==> config.mk <==
export PLATFORM = sky130hd
export DESIGN_NAME = ee354_apple_placer
export DESIGN_NICKNAME = d
export VERILOG_FILES = /design/src/rtl/ee354_apple_placer_pkg.sv /design/src/rtl/ee354_lfsr8.sv /design/src/rtl/ee354_apple_placer.sv
export SDC_FILE = /design/constraint.sdc
export NUM_CORES = 1
export LEC_CHECK = 0
export ABC_AREA = 1
export BUFFER_PORTS_ARGS = -buffer_cell sky130_fd_sc_hd__buf_2
export CAP_MARGIN = 20
export CORE_AREA = 8 8 144 146
export DETAILED_ROUTE_END_ITERATION = 16
export DIE_AREA = 0 0 152 154
export GPL_TIMING_DRIVEN = 0
export PLACE_DENSITY = 0.79
export SKIP_LAST_GASP = 1
export SYNTH_ARGS = -nofsm -noshare
export SYNTH_HDL_FRONTEND = slang
export SYNTH_SLANG_ARGS = --single-unit
==> constraint.sdc <==
create_clock -name Clk -period 14.15 [get_ports Clk]
set_input_delay 0.7075 -clock Clk [delete_from_list [all_inputs] [get_ports Clk]]
set_output_delay 0.7075 -clock Clk [all_outputs]
set_load 0.01 [all_outputs]
==> src/rtl/ee354_apple_placer_pkg.sv <==
// Shared constants, FSM encoding and index/coordinate helpers for the apple placer.
// Pure combinational helpers; no state lives here.
package ee354_apple_placer_pkg;

  localparam int GRID_DIM   = 15;
  localparam int GRID_CELLS = GRID_DIM * GRID_DIM;
  localparam int IDX_W      = 8;
  localparam int COORD_W    = 4;

  localparam logic [IDX_W-1:0]   LAST_IDX   = IDX_W'(GRID_CELLS - 1);
  localparam logic [COORD_W-1:0] LAST_COORD = COORD_W'(GRID_DIM - 1);

  typedef enum logic [1:0] {
    IDLE  = 2'd0,
    PROBE = 2'd1,
    FULL  = 2'd2
  } state_e;

  typedef struct packed {
    logic [COORD_W-1:0] x;
    logic [COORD_W-1:0] y;
  } coord_t;

  // x^8 + x^6 + x^5 + x^4 + 1, shifting toward the MSB.
  function automatic logic [7:0] lfsr8_next(input logic [7:0] q);
    return {q[6:0], q[7] ^ q[5] ^ q[4] ^ q[3]};
  endfunction

  // Folds the 0..255 LFSR range onto 0..224 with a single conditional subtract.
  function automatic logic [IDX_W-1:0] lfsr_to_cand(input logic [7:0] r);
    return (r < IDX_W'(GRID_CELLS)) ? r : r - IDX_W'(GRID_CELLS);
  endfunction

  // Index -> (X,Y) by repeated subtract-compare; X = idx/15, Y = idx%15.
  function automatic coord_t idx_to_xy(input logic [IDX_W-1:0] idx);
    coord_t           c;
    logic [IDX_W-1:0] rem;
    c.x = '0;
    rem = idx;
    for (int k = 0; k < GRID_DIM - 1; k++) begin
      if (rem >= IDX_W'(GRID_DIM)) begin
        rem = rem - IDX_W'(GRID_DIM);
        c.x = c.x + 4'd1;
      end
    end
    c.y = rem[COORD_W-1:0];
    return c;
  endfunction

endpackage

==> src/rtl/ee354_lfsr8.sv <==
// Free-running 8-bit Fibonacci LFSR, reloaded with SEED on reset.
// Advances every cycle Reset is low; output is the registered state.
module ee354_lfsr8
  import ee354_apple_placer_pkg::*;
#(
  parameter logic [7:0] SEED = 8'hA5
) (
  input  logic       Clk,
  input  logic       Reset,
  output logic [7:0] Q
);

  logic [7:0] q_q;

  always_ff @(posedge Clk) begin
    if (Reset) begin
      q_q <= SEED;
    end else begin
      q_q <= lfsr8_next(q_q);
    end
  end

  assign Q = q_q;

endmodule

==> src/rtl/ee354_apple_placer.sv <==
// Places the next apple on the 15x15 grid: random start cell, then linear probe one cell per clock.
// Free candidate gives Apple_Valid two cycles after New_Apple; each occupied cell adds one; New_Apple while Busy is dropped.
module ee354_apple_placer
  import ee354_apple_placer_pkg::*;
#(
  parameter logic [7:0]         LFSR_SEED = 8'hA5,
  parameter logic [COORD_W-1:0] INIT_X    = 4'd11,
  parameter logic [COORD_W-1:0] INIT_Y    = 4'd7
) (
  input  logic                  Clk,
  input  logic                  Reset,
  input  logic                  New_Apple,
  input  logic [GRID_CELLS-1:0] Cell_Snake_Vector,
  output logic [COORD_W-1:0]    Apple_X,
  output logic [COORD_W-1:0]    Apple_Y,
  output logic                  Apple_Valid,
  output logic                  Busy,
  output logic                  Grid_Full
);

  logic [7:0]       lfsr_q;
  logic [IDX_W-1:0] cand_idx_q, cand_idx_d;
  coord_t           cand_xy_q, cand_xy_d;

  state_e             state_q, state_d;
  logic [IDX_W-1:0]   idx_q, idx_d;
  logic [IDX_W-1:0]   cnt_q, cnt_d;
  logic [COORD_W-1:0] px_q, px_d;
  logic [COORD_W-1:0] py_q, py_d;
  logic [COORD_W-1:0] ax_q, ax_d;
  logic [COORD_W-1:0] ay_q, ay_d;
  logic               av_q, av_d;

  ee354_lfsr8 #(
    .SEED (LFSR_SEED)
  ) u_lfsr (
    .Clk   (Clk),
    .Reset (Reset),
    .Q     (lfsr_q)
  );

  // Convert the LFSR's next value so the registered candidate always matches the current LFSR.
  always_comb begin
    cand_idx_d = lfsr_to_cand(lfsr8_next(lfsr_q));
    cand_xy_d  = idx_to_xy(cand_idx_d);
  end

  always_ff @(posedge Clk) begin
    if (Reset) begin
      cand_idx_q <= lfsr_to_cand(LFSR_SEED);
      cand_xy_q  <= idx_to_xy(lfsr_to_cand(LFSR_SEED));
    end else begin
      cand_idx_q <= cand_idx_d;
      cand_xy_q  <= cand_xy_d;
    end
  end

  always_comb begin
    state_d = state_q;
    idx_d   = idx_q;
    cnt_d   = cnt_q;
    px_d    = px_q;
    py_d    = py_q;
    ax_d    = ax_q;
    ay_d    = ay_q;
    av_d    = av_q;

    unique case (state_q)
      IDLE, FULL: begin
        if (New_Apple) begin
          idx_d   = cand_idx_q;
          px_d    = cand_xy_q.x;
          py_d    = cand_xy_q.y;
          cnt_d   = '0;
          av_d    = 1'b0;
          state_d = PROBE;
        end
      end

      PROBE: begin
        if (!Cell_Snake_Vector[idx_q]) begin
          ax_d    = px_q;
          ay_d    = py_q;
          av_d    = 1'b1;
          state_d = IDLE;
        end else if (cnt_q == LAST_IDX) begin
          state_d = FULL;
        end else begin
          cnt_d = cnt_q + 8'd1;
          if (idx_q == LAST_IDX) begin
            idx_d = '0;
            px_d  = '0;
            py_d  = '0;
          end else begin
            idx_d = idx_q + 8'd1;
            if (py_q == LAST_COORD) begin
              py_d = '0;
              px_d = px_q + 4'd1;
            end else begin
              py_d = py_q + 4'd1;
            end
          end
        end
      end

      default: begin
        state_d = IDLE;
      end
    endcase
  end

  always_ff @(posedge Clk) begin
    if (Reset) begin
      state_q <= IDLE;
      idx_q   <= '0;
      cnt_q   <= '0;
      px_q    <= '0;
      py_q    <= '0;
      ax_q    <= INIT_X;
      ay_q    <= INIT_Y;
      av_q    <= 1'b1;
    end else begin
      state_q <= state_d;
      idx_q   <= idx_d;
      cnt_q   <= cnt_d;
      px_q    <= px_d;
      py_q    <= py_d;
      ax_q    <= ax_d;
      ay_q    <= ay_d;
      av_q    <= av_d;
    end
  end

  assign Apple_X     = ax_q;
  assign Apple_Y     = ay_q;
  assign Apple_Valid = av_q;
  assign Busy        = (state_q == PROBE);
  assign Grid_Full   = (state_q == FULL);

endmodule

==> flow_summary.ini <==
[placed_design]
gp_congestion = 0.982
place_hpwl_um = 25600
port_buffers = 238

[floorplan]
core_um2 = 18500
die-height_um = 154
num_io_pins = 239
initial_core_util = 0.492
fp.dieW_um = 152
row_count = 50
die-area_um2 = 23400

[sta]
tightest_slew_ns = 0.649
min_period_ns = 13.25
final-max-slew-violation-count = 0
fin_skew_ns = 0.00632
finalSetupViolations = 0
fin_crit_sh = 0.936
slew-limit-headroom = 0.566
max_freq_mhz = 75.5
hold_viol = 0

[setup_path]
critPathRequiredTime_ns = 14.40
critPathBufInv = 29
critPathKind = flip-flop to flip-flop
end_kind = flip-flop
slowest_delay_ns = 0.36
crit_fanout = 12
cp_slowest_cell = dfxtp_4
cp-start-kind = flip-flop
path_common_cell = nand2_2
cp.arrival_ns = 13.49
crit_family = simple AND/OR/NAND/NOR gates

[synth]
syn_avg_cell_area_um2 = 5.64
ys.flop_type = dfxtp_1
synth.top_cells.by_area = nand2_1, dfxtp_1, nand3_1
synth_most_common_cell = nand2_1
synth.largest_area_cell = nand2_1
ys_ff_latch = 59
netlist_area_um2 = 9090
synth_nets = 1874
postSynth.asyncResetShare = 0
synth_warnings = 0
synth_seq_area_share = 0.130
syn_inst = 1611
synth-edff-count = 0
synth_common_cells = nand2_1, nor2_1, nand3_1
netlist.area_leader.share = 0.176
synth.distinct_cells = 43

[finish]
n_fill_cell = 1707
multi_input_area_um2 = 7120
regArea_um2 = 1190
final_util = 0.628
nets = 2183
area_growth_pct = 27.6
drive_gt1_frac = 0.259

[route]
firstDrtPassIters = 6
routed_wl_um = 32900
drt_iter0_drc = 906
vias = 11900
drt-wirelength-per-cell_um = 15.2
route.detailed.drc = 0
via_per_inst = 5.49
drtAntennaViolNets = 0

[clock_tree]
cts_buffer_depth = 2
cts_made_buffers = 9
ctsRootBufferMaster = clkbuf_16
clock_sinks = 59
cts_tree = built
htreeDepth = 3
clk_latency_ns = 0.33
path_clk_slew_ns = 0.05

[global_route]
grt_max_degree = 11
antenna_found_initial = 4
grt-ovfl-total = 0
grtUsageTotal = 0.258
grt_pass1_wl_um = 51200
grt_pass1_vias = 10800

[job]
maxCapViolCount = 0

[outcome]
status = finished, final reports clean

[hold_path]
holdCritPathClass = flip-flop to flip-flop
[per-stage QoR]
stage | TNS, ns | instances | area (um^2) | setup WS (ns) | hold slack [ns]
6_report | 0 | 2163 | 11600 | 0.905 | 0.466
5_1_grt | -1.37 | 2163 | 11600 | -0.195 | 0.489
4_1_cts | 0 | 2104 | 11000 | 0.0107 | 0.464
3_5_place_dp | -6.79 | 2083 | 10600 | -0.890 | 0.460
3_3_place_gp | -4.22 | 2083 | 10600 | -0.567 | 0.454
2_1_floorplan | 0 | 1611 | 9090 | 0.954 | 0.440
[registers in the layout (all words and copies together) (netlist names)]
signal / count
state_q: 2
Apple_Valid: 1
cand_idx_q: 8
Apple_Y: 4
idx_q: 8
py_q: 4
cand_xy_q: 8
px_q: 4
Apple_X: 4
cnt_q: 8
u_lfsr.Q: 8
[logic make-up after synthesis]
| family | count (synthesis) | share of synthesized area |
|---|---|---|
| AND/OR/NAND/NOR | 945 | 0.483 |
| adder cells (fa/ha/maj) | 35 | 0.0482 |
| buffers and inverters | 254 | 0.114 |
| XOR/XNOR | 54 | 0.0558 |
| AO/OA/AOI/OAI | 264 | 0.169 |
| flip-flops | 59 | 0.130 |
[timing repair]
item                                    in CTS  in global routing
gates cloned                                 0                  1
pin swaps                                    6                 30
endpoints found under the setup margin       8                  8
endpoints found under the hold margin        0                  0
hold buffers                                 0                  0
resized for setup                           29                 34
setup buffers                                5                 55
[layer usage]
| layer | wire [um] | GRT usage | share of wire |
|---|---|---|---|
| met5 | 0 | 0 | 0 |
| met4 | 1430 | 0.139 | 0.043 |
| met2 | 16400 | 0.468 | 0.50 |
| met1 | 13000 | 0.293 | 0.40 |
| met3 | 2060 | 0.0286 | 0.062 |
[layout make-up]
type | count | share of cell area
multi-input combinational | 1299 | 0.614
timing repair buffer | 298 | 0.142
sequential | 59 | 0.102
inverter | 187 | 0.0606
buffer | 66 | 0.0291
tap | 234 | 0.0252
clock buffer | 12 | 0.0221
clock inverter | 4 | 0.00421
antenna | 4 | 0.000863
[final timing paths]
path	startpoint	endpoint	slack, ns	cells past startpoint
setup reg to reg	u_lfsr.Q[4]$_SDFF_PP0_	cand_xy_q[1]$_SDFF_PP0_	0.90	119
hold reg to reg	cand_idx_q[4]$_SDFF_PP0_	idx_q[4]$_SDFFE_PP0P_	0.47	2
setup / recovery	u_lfsr.Q[4]$_SDFF_PP0_	cand_xy_q[1]$_SDFF_PP0_	0.90	119
hold / removal	cand_idx_q[4]$_SDFF_PP0_	idx_q[4]$_SDFFE_PP0P_	0.47	2
[worst register-to-register path: cells and delay by family (launching register included)]
| kind | cells | cell delay, ns |
|---|---|---|
| AOI/OAI and AO/OA | 1 | 0.13 |
| xor gates and xnor gates | 1 | 0.18 |
| and+or+nand+nor | 73 | 7.33 |
| adders and majority gates | 15 | 2.57 |
| DFF | 1 | 0.36 |
| buffers and inverters | 29 | 2.60 |
[placed cells by master, fill, tap and decap left out, types with 4 or more instances in the layout]
master,n
o22ai_1,34
xnor2_1,15
o21ai_0,141
dfxtp_1,56
clkbuf_1,54
nand3_2,24
nand3_4,6
nor3_1,12
clkbuf_16,9
buf_2,238
o221ai_1,22
nor2_4,18
inv_2,23
nor2_2,9
o211ai_1,10
nand2_1,414
nand2_4,13
ha_4,7
buf_8,4
nand2_2,58
diode_2,4
nand3b_1,5
ha_2,5
nand3_1,160
nor2_1,201
a211oi_1,5
xor2_1,36
buf_4,60
a31oi_1,11
inv_1,156
clkinv_1,7
ha_1,23
buf_6,6
a21oi_1,20
o21ai_1,10
nand4_1,20
Power is not shown: default switching activity piles up to over one toggle a cycle in this logic, so the estimate is an artifact.
